[src/rtl/clock_pattern_gen_pkg.sv]
// ============================================================================
// clock_pattern_gen_pkg : shared state type and training-pattern defaults
// Rev 1.0
// ============================================================================
`default_nettype none

package clock_pattern_gen_pkg;

    typedef enum logic [1:0] {
        IDLE   = 2'd0,
        TOGGLE = 2'd1,
        LOW    = 2'd2,
        DONE   = 2'd3
    } clk_pat_state_e;

    // Consumed by both the generator and the far-end detector
    localparam int UCIE_TOGGLE_CYC = 16;
    localparam int UCIE_LOW_CYC    = 8;
    localparam int UCIE_ITERATIONS = 128;

    function automatic int cp_max(input int a, input int b);
        return (a > b) ? a : b;
    endfunction

endpackage

`default_nettype wire

[src/rtl/clock_pattern_gen_if.sv]
// ============================================================================
// clock_pattern_gen_if : training handshake and clock-gate control bundle
// Rev 1.0
// ============================================================================
`default_nettype none

interface clock_pattern_gen_if;

    logic i_start_clk_pattern;
    logic i_free_run;
    logic o_clk_en;
    logic o_busy;
    logic o_done;

    modport master (
        output i_start_clk_pattern,
        output i_free_run,
        input  o_clk_en,
        input  o_busy,
        input  o_done
    );

    modport slave (
        input  i_start_clk_pattern,
        input  i_free_run,
        output o_clk_en,
        output o_busy,
        output o_done
    );

endinterface

`default_nettype wire

[src/rtl/clock_pattern_gen_bit_sync.sv]
// ============================================================================
// bit_sync : generic multi-flop level synchronizer, async active-low reset
// Rev 1.0
// ============================================================================
`default_nettype none

module bit_sync #(
    parameter int STAGES = 2
) (
    input  wire logic clk_i,
    input  wire logic rst_ni,
    input  wire logic d_i,
    output logic      q_o
);

    logic [STAGES-1:0] sync_q;

    always_ff @(posedge clk_i or negedge rst_ni) begin
        if (!rst_ni) begin
            sync_q <= '0;
        end else begin
            sync_q <= {sync_q[STAGES-2:0], d_i};
        end
    end

    assign q_o = sync_q[STAGES-1];

endmodule

`default_nettype wire

[src/rtl/clock_pattern_gen.sv]
// ============================================================================
// clock_pattern_gen : forwarded-clock training pattern generator (TX side)
// Rev 1.0
// ============================================================================
`default_nettype none

module clock_pattern_gen
    import clock_pattern_gen_pkg::*;
#(
    parameter int TOGGLE_CYC = UCIE_TOGGLE_CYC,
    parameter int LOW_CYC    = UCIE_LOW_CYC,
    parameter int ITERATIONS = UCIE_ITERATIONS
) (
    input  wire logic            i_RCLK,
    input  wire logic            i_rst_n,
    clock_pattern_gen_if.slave   pat_if
);

    localparam int PHASE_MAX = cp_max(TOGGLE_CYC, LOW_CYC);
    localparam int PHASE_W   = (PHASE_MAX > 1) ? $clog2(PHASE_MAX) : 1;
    localparam int ITER_W    = (ITERATIONS > 1) ? $clog2(ITERATIONS) : 1;

    localparam logic [PHASE_W-1:0] TOG_LAST  = PHASE_W'(TOGGLE_CYC - 1);
    localparam logic [PHASE_W-1:0] LOW_LAST  = PHASE_W'(LOW_CYC - 1);
    localparam logic [ITER_W-1:0]  ITER_LAST = ITER_W'(ITERATIONS - 1);

    logic                start_s;
    clk_pat_state_e      state_q, state_d;
    logic [PHASE_W-1:0]  phase_q, phase_d;
    logic [ITER_W-1:0]   iter_q,  iter_d;
    logic                clk_en_q, clk_en_d;
    logic                busy_q,   busy_d;
    logic                done_q,   done_d;

    bit_sync #(
        .STAGES (2)
    ) u_start_sync (
        .clk_i  (i_RCLK),
        .rst_ni (i_rst_n),
        .d_i    (pat_if.i_start_clk_pattern),
        .q_o    (start_s)
    );

    always_ff @(posedge i_RCLK or negedge i_rst_n) begin
        if (!i_rst_n) begin
            state_q  <= IDLE;
            phase_q  <= '0;
            iter_q   <= '0;
            clk_en_q <= 1'b0;
            busy_q   <= 1'b0;
            done_q   <= 1'b0;
        end else begin
            state_q  <= state_d;
            phase_q  <= phase_d;
            iter_q   <= iter_d;
            clk_en_q <= clk_en_d;
            busy_q   <= busy_d;
            done_q   <= done_d;
        end
    end

    // Losing the request in TOGGLE/LOW aborts ahead of any phase transition
    always_comb begin
        state_d = state_q;
        phase_d = phase_q;
        iter_d  = iter_q;
        case (state_q)
            IDLE: begin
                if (start_s) begin
                    state_d = TOGGLE;
                    phase_d = '0;
                    iter_d  = '0;
                end
            end
            TOGGLE: begin
                if (!start_s) begin
                    state_d = IDLE;
                    phase_d = '0;
                    iter_d  = '0;
                end else if (phase_q == TOG_LAST) begin
                    state_d = LOW;
                    phase_d = '0;
                end else begin
                    phase_d = phase_q + PHASE_W'(1);
                end
            end
            LOW: begin
                if (!start_s) begin
                    state_d = IDLE;
                    phase_d = '0;
                    iter_d  = '0;
                end else if (phase_q == LOW_LAST) begin
                    phase_d = '0;
                    if (iter_q == ITER_LAST) begin
                        state_d = DONE;
                    end else begin
                        state_d = TOGGLE;
                        iter_d  = iter_q + ITER_W'(1);
                    end
                end else begin
                    phase_d = phase_q + PHASE_W'(1);
                end
            end
            DONE: begin
                if (!start_s) begin
                    state_d = IDLE;
                end
            end
            default: begin
                state_d = IDLE;
            end
        endcase
    end

    // Outputs are decoded from the next state so they land in flops glitch-free
    always_comb begin
        clk_en_d = (state_d == TOGGLE) || ((state_d == IDLE) && pat_if.i_free_run);
        busy_d   = (state_d == TOGGLE) || (state_d == LOW);
        done_d   = (state_d == DONE);
    end

    assign pat_if.o_clk_en = clk_en_q;
    assign pat_if.o_busy   = busy_q;
    assign pat_if.o_done   = done_q;

endmodule

`default_nettype wire

[src/flat_wrapper.sv]
// flat-port wrapper written by rule: the top's interface ports become plain ports
module clock_pattern_gen_flat import clock_pattern_gen_pkg::*;
#(
    parameter int TOGGLE_CYC = UCIE_TOGGLE_CYC,
    parameter int LOW_CYC    = UCIE_LOW_CYC,
    parameter int ITERATIONS = UCIE_ITERATIONS
)
  (i_RCLK, i_rst_n, pat_if_i_start_clk_pattern, pat_if_i_free_run, pat_if_o_clk_en, pat_if_o_busy, pat_if_o_done);
  clock_pattern_gen_if pat_if_i ();
  input  wire logic i_RCLK;
  input  wire logic i_rst_n;
  input wire logic [$bits(pat_if_i.i_start_clk_pattern)-1:0] pat_if_i_start_clk_pattern;
  input wire logic [$bits(pat_if_i.i_free_run)-1:0] pat_if_i_free_run;
  output wire logic [$bits(pat_if_i.o_clk_en)-1:0] pat_if_o_clk_en;
  output wire logic [$bits(pat_if_i.o_busy)-1:0] pat_if_o_busy;
  output wire logic [$bits(pat_if_i.o_done)-1:0] pat_if_o_done;
  assign pat_if_i.i_start_clk_pattern = pat_if_i_start_clk_pattern;
  assign pat_if_i.i_free_run = pat_if_i_free_run;
  assign pat_if_o_clk_en = pat_if_i.o_clk_en;
  assign pat_if_o_busy = pat_if_i.o_busy;
  assign pat_if_o_done = pat_if_i.o_done;
  clock_pattern_gen #(.TOGGLE_CYC(TOGGLE_CYC), .LOW_CYC(LOW_CYC), .ITERATIONS(ITERATIONS)) u_core (.i_RCLK(i_RCLK), .i_rst_n(i_rst_n), .pat_if(pat_if_i));
endmodule
[config.mk]
export PLATFORM = sky130hd
export DESIGN_NAME = clock_pattern_gen_flat
export DESIGN_NICKNAME = d
export VERILOG_FILES = /design/src/rtl/clock_pattern_gen_pkg.sv /design/src/rtl/clock_pattern_gen_if.sv /design/src/rtl/clock_pattern_gen_bit_sync.sv /design/src/rtl/clock_pattern_gen.sv /design/src/flat_wrapper.sv
export SDC_FILE = /design/constraint.sdc
export NUM_CORES = 1
export LEC_CHECK = 0
export CELL_PAD_IN_SITES_DETAIL_PLACEMENT = 1
export CELL_PAD_IN_SITES_GLOBAL_PLACEMENT = 1
export CORE_MARGIN = 3
export CORE_UTILIZATION = 40
export DETAILED_ROUTE_END_ITERATION = 12
export PLACE_DENSITY_LB_ADDON = 0.1
export SLEW_MARGIN = 30
export SYNTH_ARGS = -nofsm -noshare
export SYNTH_HDL_FRONTEND = slang
export SYNTH_SLANG_ARGS = --single-unit
[constraint.sdc]
create_clock -name i_RCLK -period 2.2 [get_ports i_RCLK]
set_clock_uncertainty 0.15 [all_clocks]
set_input_delay 0.22 -clock i_RCLK [delete_from_list [all_inputs] [get_ports i_RCLK]]
set_output_delay 0.22 -clock i_RCLK [all_outputs]
set_load 0.02 [all_outputs]
==> results of run 1 <==
state kept, by name (all words and copies together), names as in the netlist:
| name | flops |
|---|---|
| u_core.state_q | 2 |
| u_core.pat_if.o_done | 1 |
| u_core.pat_if.o_clk_en | 1 |
| u_core.u_start_sync.sync_q | 2 |
| u_core.phase_q | 4 |
| u_core.pat_if.o_busy | 1 |
| u_core.iter_q | 7 |
what timing repair did:
action | CTS | global route
setup endpoints to repair | 2 | 13
hold buffers | 0 | 0
gates resized for setup | 3 | 12
pin swaps | 1 | 4
buffers inserted | 1 | 2
hold endpoints to repair | 0 | 0
worst paths after layout:
check,from,to,slack (ps),cells after the start
worst max-delay path,u_core.state_q[0]$_DFF_PN0_,u_core.pat_if.o_clk_en$_DFF_PN0_,90,7
worst min-delay path,i_rst_n,u_core.iter_q[3]$_DFFE_PN0P_,80,2
max in group asynchronous,i_rst_n,u_core.state_q[1]$_DFF_PN0_,1590,2
worst min register to register,u_core.u_start_sync.sync_q[0]$_DFF_PN0_,u_core.u_start_sync.sync_q[1]$_DFF_PN0_,210,0
min in group i_RCLK,pat_if_i_start_clk_pattern,u_core.u_start_sync.sync_q[0]$_DFF_PN0_,200,1
worst max register to register,u_core.state_q[0]$_DFF_PN0_,u_core.pat_if.o_clk_en$_DFF_PN0_,90,7
logic make-up (layout without fill, tap and decap cells):
logic type	Yosys count	after routing	synth area share, %
flip-flops	18	18	41.5
multiplexers	7	7	6.68
buffers and inverters	12	30	4.26
AND/OR/NAND/NOR	32	32	16.1
adder cells (fa/ha/maj)	10	10	11.5
AO/OA/AOI/OAI	31	31	19.9
where the power goes:
part           total (mW)  internal [mW]  switching (mW)
clock network       0.213          0.101           0.112
registers           0.401          0.371          0.0304
logic               0.496          0.230           0.265
total                1.11          0.702           0.408
per-layer routing:
layer	GRT usage, %	vias to the layer above	wire length (um)
met5	0	-	0
met3	2.67	4	58
met4	7.95	0	36
li1	-	434	-
met2	29.4	7	1440
met1	22.3	441	1150
placed cells by master, fill, tap and decap left out, types with 2 or more instances in the layout:
master           instances
or2_1                    4
inv_2                    2
mux2_2                   2
dfrtp_2                  2
o21ai_0                  4
nand3_1                  3
clkbuf_4                 3
nor2_1                   3
a21oi_1                  4
inv_1                    7
ha_1                     7
a32oi_1                  2
clkdlybuf4s50_1          6
nor2b_1                  3
a21boi_1                 3
mux2i_1                  5
ha_4                     2
nand2_1                  7
a22o_1                   2
or3_1                    2
dfrtp_1                 16
o22ai_1                  2
buf_4                   11
nor3_1                   2
critical path: stages, from the launching register on:
cell and delay, ps:
dfrtp_2 450, buf_4 150, ha_1 250, o31a_1 310, o31ai_2 210, nand2_1 130
ha_1 210, a21o_1 160
metrics by stage:
stage / utilization, % / cell area, sq um / std cells
5_1_grt: 53.6 / 1350 / 158
2_1_floorplan: - / 1090 / 110
4_1_cts: 51.1 / 1290 / 156
6_report: 53.6 / 1350 / 158
3_5_place_dp: 48.8 / 1230 / 151
3_3_place_gp: 48.8 / 1230 / 151
layout make-up:
cell class / instances / area (sq um)
fillers: 295 / 1170
multi-input cells: 80 / 648
flip-flops and latches: 18 / 453
repair buffers: 17 / 143
well taps: 30 / 37.5
clock buffers: 4 / 36.3
inverters: 9 / 33.8
==> results.cfg, run 1 <==
[grt]
antenna_found_initial = 0
grt_first_pass_wirelength_mm = 4.52
grt_pass1_vias = 942
grtUsageTotal_pct = 17.6
grt_max_degree = 19
grt_overflow = 0

[placement]
dp_worst_setup_slack_ps = -23.6
portBuffers = 6
gp_congestion = 0.743
hpwl_mm = 1.88

[yosys]
synthTopCellsByArea = dfrtp_1 41%, ha_1 12%, mux2i_1 4.6%
synth_seq_area_share_pct = 41.5
synth-edff-count = 0
ys_types = 40
async_flop_share_pct = 100
synth_common_cells = 18 x dfrtp_1, 10 x ha_1, 8 x inv_1
syn_inst = 110
yosysWarnings = 0
synth_most_common_cell = dfrtp_1
avgSynthCellArea_sq_um = 9.87
synth_top_area_cell = dfrtp_1
synthFlopType = dfrtp_1
synth_top_area_share_pct = 41.5
synth_area_sq_um = 1090
ys_seq_elements = 18
syn-num-nets = 124

[detailed_routing]
wl_per_cell_um = 16.9
wl_mm = 2.68
vias = 886
first_iter_violations = 29
vias_per_cell = 5.61
drc = 0
dr.pass1.iters = 4
ant_nets = 0

[cts]
htreeDepth = 1
numCtsBuffers = 3
clk_pin_slew_ps = 120
insertion_delay_ps = 300
root_buffer = clkbuf_4
clock-sinks = 18
cts_tree = done
clk_path_buf_depth = 2

[sta]
slew_viol_final = 0
relSlewSlack_pct = 78.7
tns_ps = 0
max_freq_mhz = 474
setup_ws_ps = 92.3
hold_viol_final = 0
tightest_slew_ps = 320
hold_ws_ps = 83.6
fin_crit_sh_pct = 95.8
finalSetupViolations = 0
layout_min_cycle_time_ps = 2110

[critical_path]
cp-end-kind = register
critPathRequiredTime_ps = 2240
path_class = reg2reg
worst-path-max-fanout = 4
crit_path_start_kind = register
critPathArrivalTime_ps = 2150

[final_layout]
drive_above_1_share_pct = 24.2
area_growth_pct = 24.4
nNetsFinal = 143
antenna_cells = 0

[run]
cap_violations = 0

[die]
floorplan.initialDensity_pct = 43.1
io_pins = 7
die_area_sq_um = 3380
die_w_um = 58.1
core_sq_um = 2520
die_h_um = 58.1
placementRows = 18

[power_and_ir_drop]
cellLeakagePower_nw = 0.563
power_density_nw_per_um2 = 821
peakVddDrop_mv = 0.571
total_power_mw = 1.11

[min_path]
hold_path_class = in2async

[run_status]
status = finished clean
Note: power is estimated with default switching activity, not from simulation.
==> run 2: changes to the inputs <==
--- a/config.mk
+++ b/config.mk
@@ -11,6 +11,7 @@
 export CORE_UTILIZATION = 40
 export DETAILED_ROUTE_END_ITERATION = 12
 export PLACE_DENSITY_LB_ADDON = 0.1
+export SETUP_SLACK_MARGIN = 0.3
 export SLEW_MARGIN = 30
 export SYNTH_ARGS = -nofsm -noshare
 export SYNTH_HDL_FRONTEND = slang
==> run 2 against run 1 <==
Net effect:
- non-clock buffer count grew 8
- utilization rose by 6.4 points
- worst setup slack improved by 62 ps
- worst hold slack better by 12 ps
- die area unchanged
- highest routed layer unchanged
- via count is 5.8% higher
- final cell count rose by 5.7%
==> results.cfg, run 2 (synthesis gave the netlist of run 1 again) <==
[final_layout]
drive_above_1_share_pct = 40.9
reg_top3 = u_core.iter_q x7, u_core.phase_q x4
largest_reg_flops = 7
area_growth_pct = 39.4
final_common_cell = buf_4
antenna_cells = 0
final_cell_mix = 17 x buf_4, 15 x dfrtp_1, 6 x inv_1, 6 x nand2_1, 6 x clkdlybuf4s50_1
nNetsFinal = 152
regMostFlops = u_core.iter_q

[detailed_routing]
drc = 0
ant_nets = 0
vias_per_cell = 5.61
first_iter_violations = 16
dr.pass1.iters = 4
wl_per_cell_um = 17.5
vias = 937
wl_mm = 2.93

[die]
io_pins = 7
floorplan.initialDensity_pct = 43.1
placementRows = 18
die_w_um = 58.1
die_area_sq_um = 3380
core_sq_um = 2520
die_h_um = 58.1

[placement]
portBuffers = 6
gp_congestion = 0.803
hpwl_mm = 1.91
dp_worst_setup_slack_ps = -29.3

[cts]
clock-sinks = 18
htreeDepth = 1
ctsHoldBuffers = 0
cts_tree = done
root_buffer = clkbuf_4
clk_path_buf_depth = 2
clk_pin_slew_ps = 110
numCtsBuffers = 3
insertion_delay_ps = 300

[sta]
fin_crit_sh_pct = 93.0
tns_ps = 0
layout_min_cycle_time_ps = 2050
tightest_slew_ps = 359
hold_viol_final = 0
finalSetupViolations = 0
rsz0062_at_grt = yes
setup_ws_ps = 154
slew_viol_final = 0
max_freq_mhz = 489
relSlewSlack_pct = 76.1

[critical_path]
path_class = reg2reg
critPathRequiredTime_ps = 2250
worst-path-max-fanout = 4
critPathArrivalTime_ps = 2090
cp-end-kind = register
crit_path_start_kind = register

[power_and_ir_drop]
switching_share_pct = 37.9
comb_power_share_pct = 51.3
cellLeakagePower_nw = 0.624
power.internal_mw = 0.797
power_density_nw_per_um2 = 847
peakVddDrop_mv = 0.547
pwr-share-clk_pct = 16.5
switchingPower_mw = 0.486
seq_power_share_pct = 32.2

[run]
cap_violations = 0

[grt]
grt_pass1_vias = 1041
grt_max_degree = 19
grtUsageTotal_pct = 19.3
grt_first_pass_wirelength_mm = 4.89
antenna_found_initial = 0
grt_overflow = 0

[run_status]
status = finished clean

[min_path]
hold_path_class = in2async
run 2: changes by cell type in the layout (fill, tap and decap cells not counted), moves of 2 or more:
cell	change
a21boi_2	+2
a21boi_1	-2
or3_4	+2
ha_2	+2
or3_1	-2
ha_1	-4
ha_4	+2
buf_4	+6
buf_6	+2
run 2: power by group through the flow:
stage | clock network [mW] | logic [mW] | registers [mW]
6_report | 0.212 | 0.658 | 0.413
5_1_grt | 0.232 | 0.715 | 0.418
4_1_cts | 0.219 | 0.599 | 0.407
3_5_place_dp | 0 | 0.454 | 0.408
3_3_place_gp | 0 | 0.434 | 0.403
2_1_floorplan | 0 | 0.285 | 0.425
run 2: final timing paths:
path	startpoint	endpoint	slack (ps)	cells past startpoint
worst max register to register	u_core.state_q[1]$_DFF_PN0_	u_core.pat_if.o_clk_en$_DFF_PN0_	150	8
min in group i_RCLK	pat_if_i_start_clk_pattern	u_core.u_start_sync.sync_q[0]$_DFF_PN0_	200	1
worst min-delay path	i_rst_n	u_core.iter_q[3]$_DFFE_PN0P_	100	2
worst max-delay path	u_core.state_q[1]$_DFF_PN0_	u_core.pat_if.o_clk_en$_DFF_PN0_	150	8
worst min register to register	u_core.u_start_sync.sync_q[0]$_DFF_PN0_	u_core.u_start_sync.sync_q[1]$_DFF_PN0_	220	0
max in group asynchronous	i_rst_n	u_core.phase_q[3]$_DFFE_PN0P_	1580	2
run 2: critical path: stages (launching register included):
cell and delay, ps:
dfrtp_2 440, inv_2 80, ha_4 170, a21boi_1 120
o31a_1 290, o31ai_4 250, nand2_2 120, ha_4 170
a21o_1 160
run 2: stage by stage:
stage / area, sq um / total power, mW / cells / hold WS (ps) / util (%)
floorplan: 1100 / 0.710 / 110 / -226 / -
global placement: 1240 / 0.837 / 151 / 192 / 49.0
detailed placement: 1240 / 0.862 / 151 / 190 / 49.0
CTS: 1460 / 1.22 / 165 / 95.5 / 57.9
global route: 1510 / 1.37 / 167 / 101 / 60.0
finish: 1510 / 1.28 / 167 / 95.8 / 60.0
run 2: timing repair:
item | 4_1_cts | 5_1_grt
pin swaps | 15 | 3
buffers inserted | 10 | 1
gates resized for setup | 26 | 8
gates cloned | 0 | 1
setup endpoints to repair | 14 | 15
run 2: layout make-up:
cell class	count	area, sq um
flip-flops and latches	18	454
well taps	30	37.5
fillers	270	1010
repair buffers	25	210
clock buffers	4	36.3
multi-input cells	81	739
inverters	9	36.3
run 2: metal layers:
metal  vias to the layer above  global-route usage (%)  share of wire [%]
met5                         -                       0                  0
met4                         0                    7.62               0.72
met3                         2                    2.00                1.3
met2                         3                    35.6                 55
met1                       480                    22.7                 42
li1                        452                       -                  -
